## config.mk

```make
export PLATFORM = sky130hd
export DESIGN_NAME = ps2_keyboard
export DESIGN_NICKNAME = d
export VERILOG_FILES = /design/src/rtl/ps2_keyboard.sv
export SDC_FILE = /design/constraint.sdc
export NUM_CORES = 1
export LEC_CHECK = 0
export CORE_MARGIN = 1.5
export CORE_UTILIZATION = 60
export CTS_CLUSTER_SIZE = 25
export DETAILED_ROUTE_END_ITERATION = 8
export DONT_BUFFER_PORTS = 1
export GPL_TIMING_DRIVEN = 0
export MAX_ROUTING_LAYER = met4
export PLACE_DENSITY = 0.76
export SYNTH_ARGS = -nofsm -noshare
export SYNTH_HDL_FRONTEND = slang
export SYNTH_SLANG_ARGS = --single-unit
```

## constraint.sdc

```tcl
create_clock -name clk -period 3.2 [get_ports clk]
set_input_delay 0.96 -clock clk [delete_from_list [all_inputs] [get_ports clk]]
set_output_delay 0.96 -clock clk [all_outputs]
set_load 0.1 [all_outputs]
```

## src/rtl/ps2_keyboard.sv

```systemverilog
// PS/2 keyboard receiver and scan-code decoder maintaining the 16-bit Hack KBD register.
// The register holds the Hack code of the most recently pressed mapped key until that key is released.
//
//   state  | meaning
//   IDLE   | waiting for a start bit (data low on a falling edge)
//   DATA   | shifting in 8 data bits, LSB first
//   PARITY | capturing the odd-parity bit
//   STOP   | checking stop bit and parity, delivering the byte

module ps2_keyboard #(
  parameter int FILTER_CYCLES  = 8,
  parameter int TIMEOUT_CYCLES = 100000
) (
  input  logic        clk,
  input  logic        reset,
  input  logic        ps2_clk,
  input  logic        ps2_data,
  output logic [15:0] kbd,
  output logic        key_valid,
  output logic        frame_err
);

  localparam int FW = $clog2(FILTER_CYCLES + 1);
  localparam int TW = $clog2(TIMEOUT_CYCLES + 1);

  typedef enum logic [1:0] {IDLE, DATA, PARITY, STOP} state_t;

  logic [1:0]    clk_s, dat_s;
  logic          clk_f, clk_f_d;
  logic [FW-1:0] flt_cnt;
  logic          fall, dat;

  state_t        state, state_nx;
  logic [2:0]    bit_cnt, bit_cnt_nx;
  logic [7:0]    shreg, shreg_nx;
  logic          par_bit, par_nx;
  logic [TW-1:0] tmo_cnt, tmo_nx;
  logic          err_nx, byte_vld;

  logic          ext, brk, lshift, rshift;
  logic [8:0]    held, key;
  logic [7:0]    kbd_lo, code;

  // Filter counts down while the synchronised clock disagrees with the filtered value.
  always_ff @(posedge clk or negedge reset) begin
    if (!reset) begin
      clk_s   <= 2'b11;
      dat_s   <= 2'b11;
      clk_f   <= 1'b1;
      clk_f_d <= 1'b1;
      flt_cnt <= FW'(FILTER_CYCLES - 1);
    end else begin
      clk_s   <= {clk_s[0], ps2_clk};
      dat_s   <= {dat_s[0], ps2_data};
      clk_f_d <= clk_f;
      if (clk_s[1] == clk_f) begin
        flt_cnt <= FW'(FILTER_CYCLES - 1);
      end else if (flt_cnt == '0) begin
        clk_f   <= clk_s[1];
        flt_cnt <= FW'(FILTER_CYCLES - 1);
      end else begin
        flt_cnt <= flt_cnt - 1'b1;
      end
    end
  end

  assign fall = clk_f_d & ~clk_f;
  assign dat  = dat_s[1];

  always_ff @(posedge clk or negedge reset) begin
    if (!reset) begin
      state     <= IDLE;
      bit_cnt   <= '0;
      shreg     <= '0;
      par_bit   <= 1'b0;
      tmo_cnt   <= '0;
      frame_err <= 1'b0;
    end else begin
      state     <= state_nx;
      bit_cnt   <= bit_cnt_nx;
      shreg     <= shreg_nx;
      par_bit   <= par_nx;
      tmo_cnt   <= tmo_nx;
      frame_err <= err_nx;
    end
  end

  always_comb begin
    state_nx   = state;
    bit_cnt_nx = bit_cnt;
    shreg_nx   = shreg;
    par_nx     = par_bit;
    tmo_nx     = tmo_cnt;
    err_nx     = 1'b0;
    byte_vld   = 1'b0;
    if (fall) tmo_nx = TW'(TIMEOUT_CYCLES - 1);
    else if (tmo_cnt != '0) tmo_nx = tmo_cnt - 1'b1;
    case (state)
      IDLE: if (fall) begin
        if (!dat) begin
          state_nx   = DATA;
          bit_cnt_nx = 3'd0;
        end else begin
          err_nx = 1'b1;
        end
      end
      DATA: if (fall) begin
        shreg_nx   = {dat, shreg[7:1]};
        bit_cnt_nx = bit_cnt + 3'd1;
        if (bit_cnt == 3'd7) state_nx = PARITY;
      end
      PARITY: if (fall) begin
        par_nx   = dat;
        state_nx = STOP;
      end
      STOP: if (fall) begin
        state_nx = IDLE;
        if (dat && (^{shreg, par_bit})) byte_vld = 1'b1;
        else err_nx = 1'b1;
      end
      default: state_nx = IDLE;
    endcase
    if (state != IDLE && !fall && tmo_cnt == '0) begin
      state_nx = IDLE;
      err_nx   = 1'b1;
    end
  end

  function automatic logic [7:0] hack_code(input logic [8:0] k, input logic sh);
    logic [7:0] c;
    c = 8'd0;
    case (k)
      9'h01C: c = sh ? "A" : "a";   9'h032: c = sh ? "B" : "b";
      9'h021: c = sh ? "C" : "c";   9'h023: c = sh ? "D" : "d";
      9'h024: c = sh ? "E" : "e";   9'h02B: c = sh ? "F" : "f";
      9'h034: c = sh ? "G" : "g";   9'h033: c = sh ? "H" : "h";
      9'h043: c = sh ? "I" : "i";   9'h03B: c = sh ? "J" : "j";
      9'h042: c = sh ? "K" : "k";   9'h04B: c = sh ? "L" : "l";
      9'h03A: c = sh ? "M" : "m";   9'h031: c = sh ? "N" : "n";
      9'h044: c = sh ? "O" : "o";   9'h04D: c = sh ? "P" : "p";
      9'h015: c = sh ? "Q" : "q";   9'h02D: c = sh ? "R" : "r";
      9'h01B: c = sh ? "S" : "s";   9'h02C: c = sh ? "T" : "t";
      9'h03C: c = sh ? "U" : "u";   9'h02A: c = sh ? "V" : "v";
      9'h01D: c = sh ? "W" : "w";   9'h022: c = sh ? "X" : "x";
      9'h035: c = sh ? "Y" : "y";   9'h01A: c = sh ? "Z" : "z";
      9'h045: c = sh ? ")" : "0";   9'h016: c = sh ? "!" : "1";
      9'h01E: c = sh ? "@" : "2";   9'h026: c = sh ? "#" : "3";
      9'h025: c = sh ? "$" : "4";   9'h02E: c = sh ? "%" : "5";
      9'h036: c = sh ? "^" : "6";   9'h03D: c = sh ? "&" : "7";
      9'h03E: c = sh ? "*" : "8";   9'h046: c = sh ? "(" : "9";
      9'h00E: c = sh ? "~" : 8'd96; 9'h04E: c = sh ? "_" : "-";
      9'h055: c = sh ? "+" : "=";   9'h054: c = sh ? "{" : "[";
      9'h05B: c = sh ? "}" : "]";   9'h05D: c = sh ? 8'd124 : 8'd92;
      9'h04C: c = sh ? ":" : ";";   9'h052: c = sh ? 8'd34 : 8'd39;
      9'h041: c = sh ? "<" : ",";   9'h049: c = sh ? ">" : ".";
      9'h04A: c = sh ? "?" : "/";   9'h029: c = 8'd32;
      9'h05A: c = 8'd128;  9'h066: c = 8'd129;  9'h076: c = 8'd140;
      9'h16B: c = 8'd130;  9'h175: c = 8'd131;  9'h174: c = 8'd132;
      9'h172: c = 8'd133;  9'h16C: c = 8'd134;  9'h169: c = 8'd135;
      9'h17D: c = 8'd136;  9'h17A: c = 8'd137;  9'h170: c = 8'd138;
      9'h171: c = 8'd139;
      9'h005: c = 8'd141;  9'h006: c = 8'd142;  9'h004: c = 8'd143;
      9'h00C: c = 8'd144;  9'h003: c = 8'd145;  9'h00B: c = 8'd146;
      9'h083: c = 8'd147;  9'h00A: c = 8'd148;  9'h001: c = 8'd149;
      9'h009: c = 8'd150;  9'h078: c = 8'd151;  9'h007: c = 8'd152;
      default: c = 8'd0;
    endcase
    return c;
  endfunction

  assign key  = {ext, shreg};
  assign code = hack_code(key, lshift | rshift);

  // A break only clears kbd when it matches the key that loaded it.
  always_ff @(posedge clk or negedge reset) begin
    if (!reset) begin
      ext       <= 1'b0;
      brk       <= 1'b0;
      lshift    <= 1'b0;
      rshift    <= 1'b0;
      held      <= '0;
      kbd_lo    <= '0;
      key_valid <= 1'b0;
    end else begin
      key_valid <= 1'b0;
      if (byte_vld) begin
        if (shreg == 8'hE0) begin
          ext <= 1'b1;
        end else if (shreg == 8'hF0) begin
          brk <= 1'b1;
        end else begin
          ext <= 1'b0;
          brk <= 1'b0;
          if (brk) begin
            if (key == 9'h012) lshift <= 1'b0;
            else if (key == 9'h059) rshift <= 1'b0;
            else if (key == held) begin
              kbd_lo <= '0;
              held   <= '0;
            end
          end else begin
            if (key == 9'h012) lshift <= 1'b1;
            else if (key == 9'h059) rshift <= 1'b1;
            else if (code != 8'd0) begin
              kbd_lo    <= code;
              held      <= key;
              key_valid <= 1'b1;
            end
          end
        end
      end
    end
  end

  assign kbd = {8'h00, kbd_lo};

endmodule

```

---- Word-level counts from Yosys, hierarchy flattened ----
Cells that the tools add are included.
word-level totals
  RAM bits ................................ 0
  output and inout bits ................... 18
  memories kept ........................... 0
  bits in latches ......................... 0
  word-level logic and storage cells ...... 252
  register bits ........................... 64
  bits in read-only memories .............. 0
  bits of input ports ..................... 4
operators by class
  equality and inequality tests ........... 94
  muxes and demuxes ....................... 105
  add/sub/neg operators ................... 3
  reduce and logical (&&, ||, !) cells .... 24
  multiply operators ...................... 0
  divide/modulo/power cells ............... 0
  magnitude comparators ................... 0
  shift-type cells ........................ 0
  bitwise logic cells ..................... 8
operator list
  cell                   number
  $pmux 8 s73            1
  $eq 9x6->1 const B     23
  $eq 9x7->1 const B     22
  $mux 6                 29
  $eq 9x9->1 const B     10
  $eq 9x5->1 const B     8
  $mux 5                 13
  $mux 9                 7
  $mux 8                 7
  $eq 9x4->1 const B     5
  $eq 9x3->1 const B     4
  $mux 17                2
  $mux 1                 27
  $mux 7                 3
  $ne 3x3->1 const B     6
  $logic_not 17->1       1
  $reduce_bool 17->1     1
  $sub 17x1->17 const B  1
  $eq 8x8->1 const B     2
  $mux 2                 7
  $mux 3                 4
  $reduce_and 2->1       5
  $eq 9x1->1 const B     1
  $eq 9x2->1 const B     1
  28 further kinds       44

---- Depth between registers and ports, before layout ----
  depth in word-level cells ............... 11
  mapped depth ............................ 11
  depth with buffers taken out ............ 9

---- Worst setup path before layout ----
Ideal clock, no wire load.
  path kind ............................... reg-to-reg
  start ................................... register shreg[2]
  end ..................................... register held[0]
  setup time .............................. 0.122 ns
  clock period less this slack ............ 2.651 ns
  path slack .............................. 0.549 ns
  required time ........................... 3.078 ns
  cell stages (with the launch flop) ...... 11
  arrival ................................. 2.529 ns
  buffers on the path ..................... 3
  cells stage by stage .................... dfrtp_1 > buf_6 > and2_4 > buf_6 > nand2_4 > o21ai_2 > or4_4 > or3_4 > or3_4 > buf_6 > a32o_1
between the ends
  cells in the longest elaborated chain, start to end .. 6
  elaborated cells on any way between the ends .. 92
  those cells by class .................... eq/ne: 79; mux: 4; bitwise: 4; reduce/logical: 5
ends and longest elaborated chain
  what                                                                 RTL line  text
  start, declared                                                      35        logic [7:0] shreg, shreg_nx;
  start signal, assigned                                               81        shreg <= shreg_nx;
  parallel branches: the longest is 5 deep, another holds $pmux 8 s73  n/a
  $reduce_and 7->1 (no source line) (*)                                n/a
  end signal, assigned                                                 206       held <= key;
  end, declared                                                        41        logic [8:0] held, key;
Mark *: on every way between the ends.
A chain may end at the register's enable or synchronous reset.

---- Worst setup path after layout ----
  start ................................... register shreg[6]
  end ..................................... register held[2]
The elaborated chain is that of the path after synthesis.

==> results_dict.tcl <==
set metrics [dict create \
    outcome "completed" \
    synthArstFlopShare_pct 100 \
    drive_above_1_share_pct 14.8 \
    drt_iter0_drc 902 \
    grt_pass1_wl_um 25200 \
    critPathMaxStageDelay_ns 0.45 \
    path_clk_slew_ns 0.08 \
    placed_area_sq_mm 0.00485 \
    yosysUniqueCellTypes 80 \
    clkLatencyLatePin_ns 0.35 \
    cp.arrival_ns 3.33 \
    postLayoutCoreUtil_pct 67.1 \
    irDropWorstVdd_mv 0.626 \
    slew_violations 0 \
    antenna_left 0 \
    grt_setup_unrepaired "no" \
    fill_cells 558 \
    vias 4836 \
    hpwl_um 11000 \
    cts_htree_levels 3 \
    netlist_area_sq_mm 0.00470 \
    synth-seq-area-share_pct 34.3 \
    maxCapViolations 0 \
    portBuffers 0 \
    cts_num_sinks 64 \
    postCtsSetupBuffers 0 \
    drt-wirelength-per-cell_um 22.8 \
    yosysMostFrequentCell "nand2_1" \
    synth_seq_cells 64 \
    grt_max_degree 65 \
    worst-path-buf-inv 3 \
    max_freq_mhz 323 \
    post-route-cell-area_sq_mm 0.00513 \
    power.leakage_nw 2.12 \
    yosysTopAreaCell "dfrtp_1" \
    io_pins 22 \
    start_kind "flop" \
    fp.coreArea_sq_mm 0.00765 \
    avgSynthCellArea_sq_um 8.24 \
    fin_skew_ns 0.0130 \
    final.min_clock_period_ns 3.10 \
    path_cells "buf_6, or4b_1, clkbuf_1, nor2_1, a31oi_1, o221ai_1, or3_4, or3_4, buf_6, a32o_1" \
    postCtsHoldBufs 0 \
    grt_usage_pct 40.9 \
    slew_headroom_pct 39.6 \
    die_x_um 91.5 \
    cts.path.max_buffers 2 \
    period_share_pct 96.8 \
    core.rowCount 32 \
    yosysWarnings 0 \
    die-area_sq_mm 0.00837 \
    nNetsFinal 600 \
    grt-ovfl-total 0 \
    antenna_found_initial 0 \
    start_util_pct 61.4 \
    synth_flop_cell "dfrtp_1" \
    setup_viol 0 \
    die_h_um 91.5 \
    tns_ns 0 \
    gp_congestion 1.04 \
    worstPathMaxFanout 10 \
    finalWirelength_um 15900 \
    path_class "reg2reg" \
    ys_top_cells_by_count "nand2_1 (72), dfrtp_1 (55), nor2_1 (55)" \
    drcViolationCount 0 \
    critPathSlowestCell "or3_4" \
    cp.required_ns 3.43 \
    diodes 0 \
    via_per_inst 6.96 \
    numCtsBuffers 9 \
    yosys-top-cells-area "dfrtp_1 (29%), nand2_1 (5.8%), dfstp_2 (5.0%)" \
    p_per_area_mw_per_mm2 645 \
    setup.worst_path.end_class "flop" \
    totalPowerFinal_mw 3.31 \
    grt_pass1_vias 4687 \
    min-delay-path-class "in2async" \
    cts-root-buf "clkbuf_8" \
    hold_viol 0 \
    area_growth_pct 9.24 \
    postSynthCellCount 570 \
    synth_edf_count 0 \
    worst_pin_slew_ns 0.906 \
    synth_top_area_share_pct 29.3 \
    firstDrtPassIters 8 \
    critPathTopFamily "simple AND/OR/NAND/NOR gates" \
    cts_tree "built" \
]
registers in the layout, indices dropped and copies added (netlist names):
register,count
dat_s,2
ext,1
clk_f,1
lshift,1
rshift,1
clk_s,2
state,2
brk,1
par_bit,1
tmo_cnt,17
bit_cnt,3
frame_err,1
kbd_lo,8
shreg,8
held,9
key_valid,1
clk_f_d,1
flt_cnt,4
kinds of logic after synthesis:
family                   after synthesis  share of synthesized area (%)
AND/OR/NAND/NOR                      257                           29.1
AO/OA/AOI/OAI                        131                           18.6
buffers and inverters                 69                           7.75
flip-flops                            64                           34.3
XOR/XNOR                              33                           6.44
adder cells (fa/ha/maj)                8                           2.13
multiplexers                           7                           1.57
other                                  1                         0.0798
layout by cell type (no fill, tap or decap), types with 12 or more instances in the layout:
cell	Yosys	routed
a21oi_1	31	31
nand3_1	18	18
dfrtp_1	55	55
o22ai_1	13	13
xnor2_1	24	24
nor3_1	16	16
buf_2	12	12
nor4_1	15	13
o21ai_0	29	29
nand2_1	72	72
inv_1	21	21
nor2_1	55	55
routing by layer:
layer  share of wire [%]  GRT usage (%)  up-vias
met4                 7.1           23.4        0
met2                  47           66.3      397
met1                  36           47.8     2242
li1                    -              -     2068
met3                 9.7           7.20      129
met5                   0              -        -
worst paths after layout:
check | from | end | slack [ns] | depth (start not counted)
hold reg to reg | clk_s[0]$_DFF_PN1_ | clk_s[1]$_DFF_PN1_ | 0.37 | 0
setup reg to reg | shreg[6]$_DFFE_PN0P_ | held[2]$_DFFE_PN0P_ | 0.10 | 10
max in group asynchronous | reset | dat_s[0]$_DFF_PN1_ | 2.69 | 0
min in group clk | clk_s[0]$_DFF_PN1_ | clk_s[1]$_DFF_PN1_ | 0.37 | 0
setup / recovery | shreg[6]$_DFFE_PN0P_ | held[2]$_DFFE_PN0P_ | 0.10 | 10
hold / removal | reset | key_valid$_DFF_PN0_ | 0.30 | 0
cell type report:
type / count / area, sq um / share of cell area, %
multi-input cells: 444 / 2770 / 53.9
clock inverters: 6 / 115 / 2.24
clock buffers: 10 / 138 / 2.68
plain buffers: 48 / 292 / 5.68
well taps: 102 / 128 / 2.49
flip-flops and latches: 64 / 1610 / 31.4
inverters: 21 / 78.8 / 1.54
timing repair:
action / 4_1_cts / 5_1_grt
resized for setup: 1 / 10
pin swaps: 0 / 1
endpoints found under the setup margin: 10 / 19
hold endpoints to repair: 0 / 0
stage by stage:
step                      instances  setup WS, ns  hold WS, ns
after floorplan                 577         0.549        0.345
after detailed placement        679       -0.0152        0.351
after global routing            695        0.0234        0.285
after CTS                       695        0.0661        0.297
final                           695         0.104        0.297
after global placement          679        0.0142        0.351
where the power goes:
group,switching [mW],internal (mW)
registers,0.185,1.01
logic,0.795,0.427
clock network,0.348,0.543
total,1.33,1.98
Note: power is estimated with default switching activity, not from simulation.
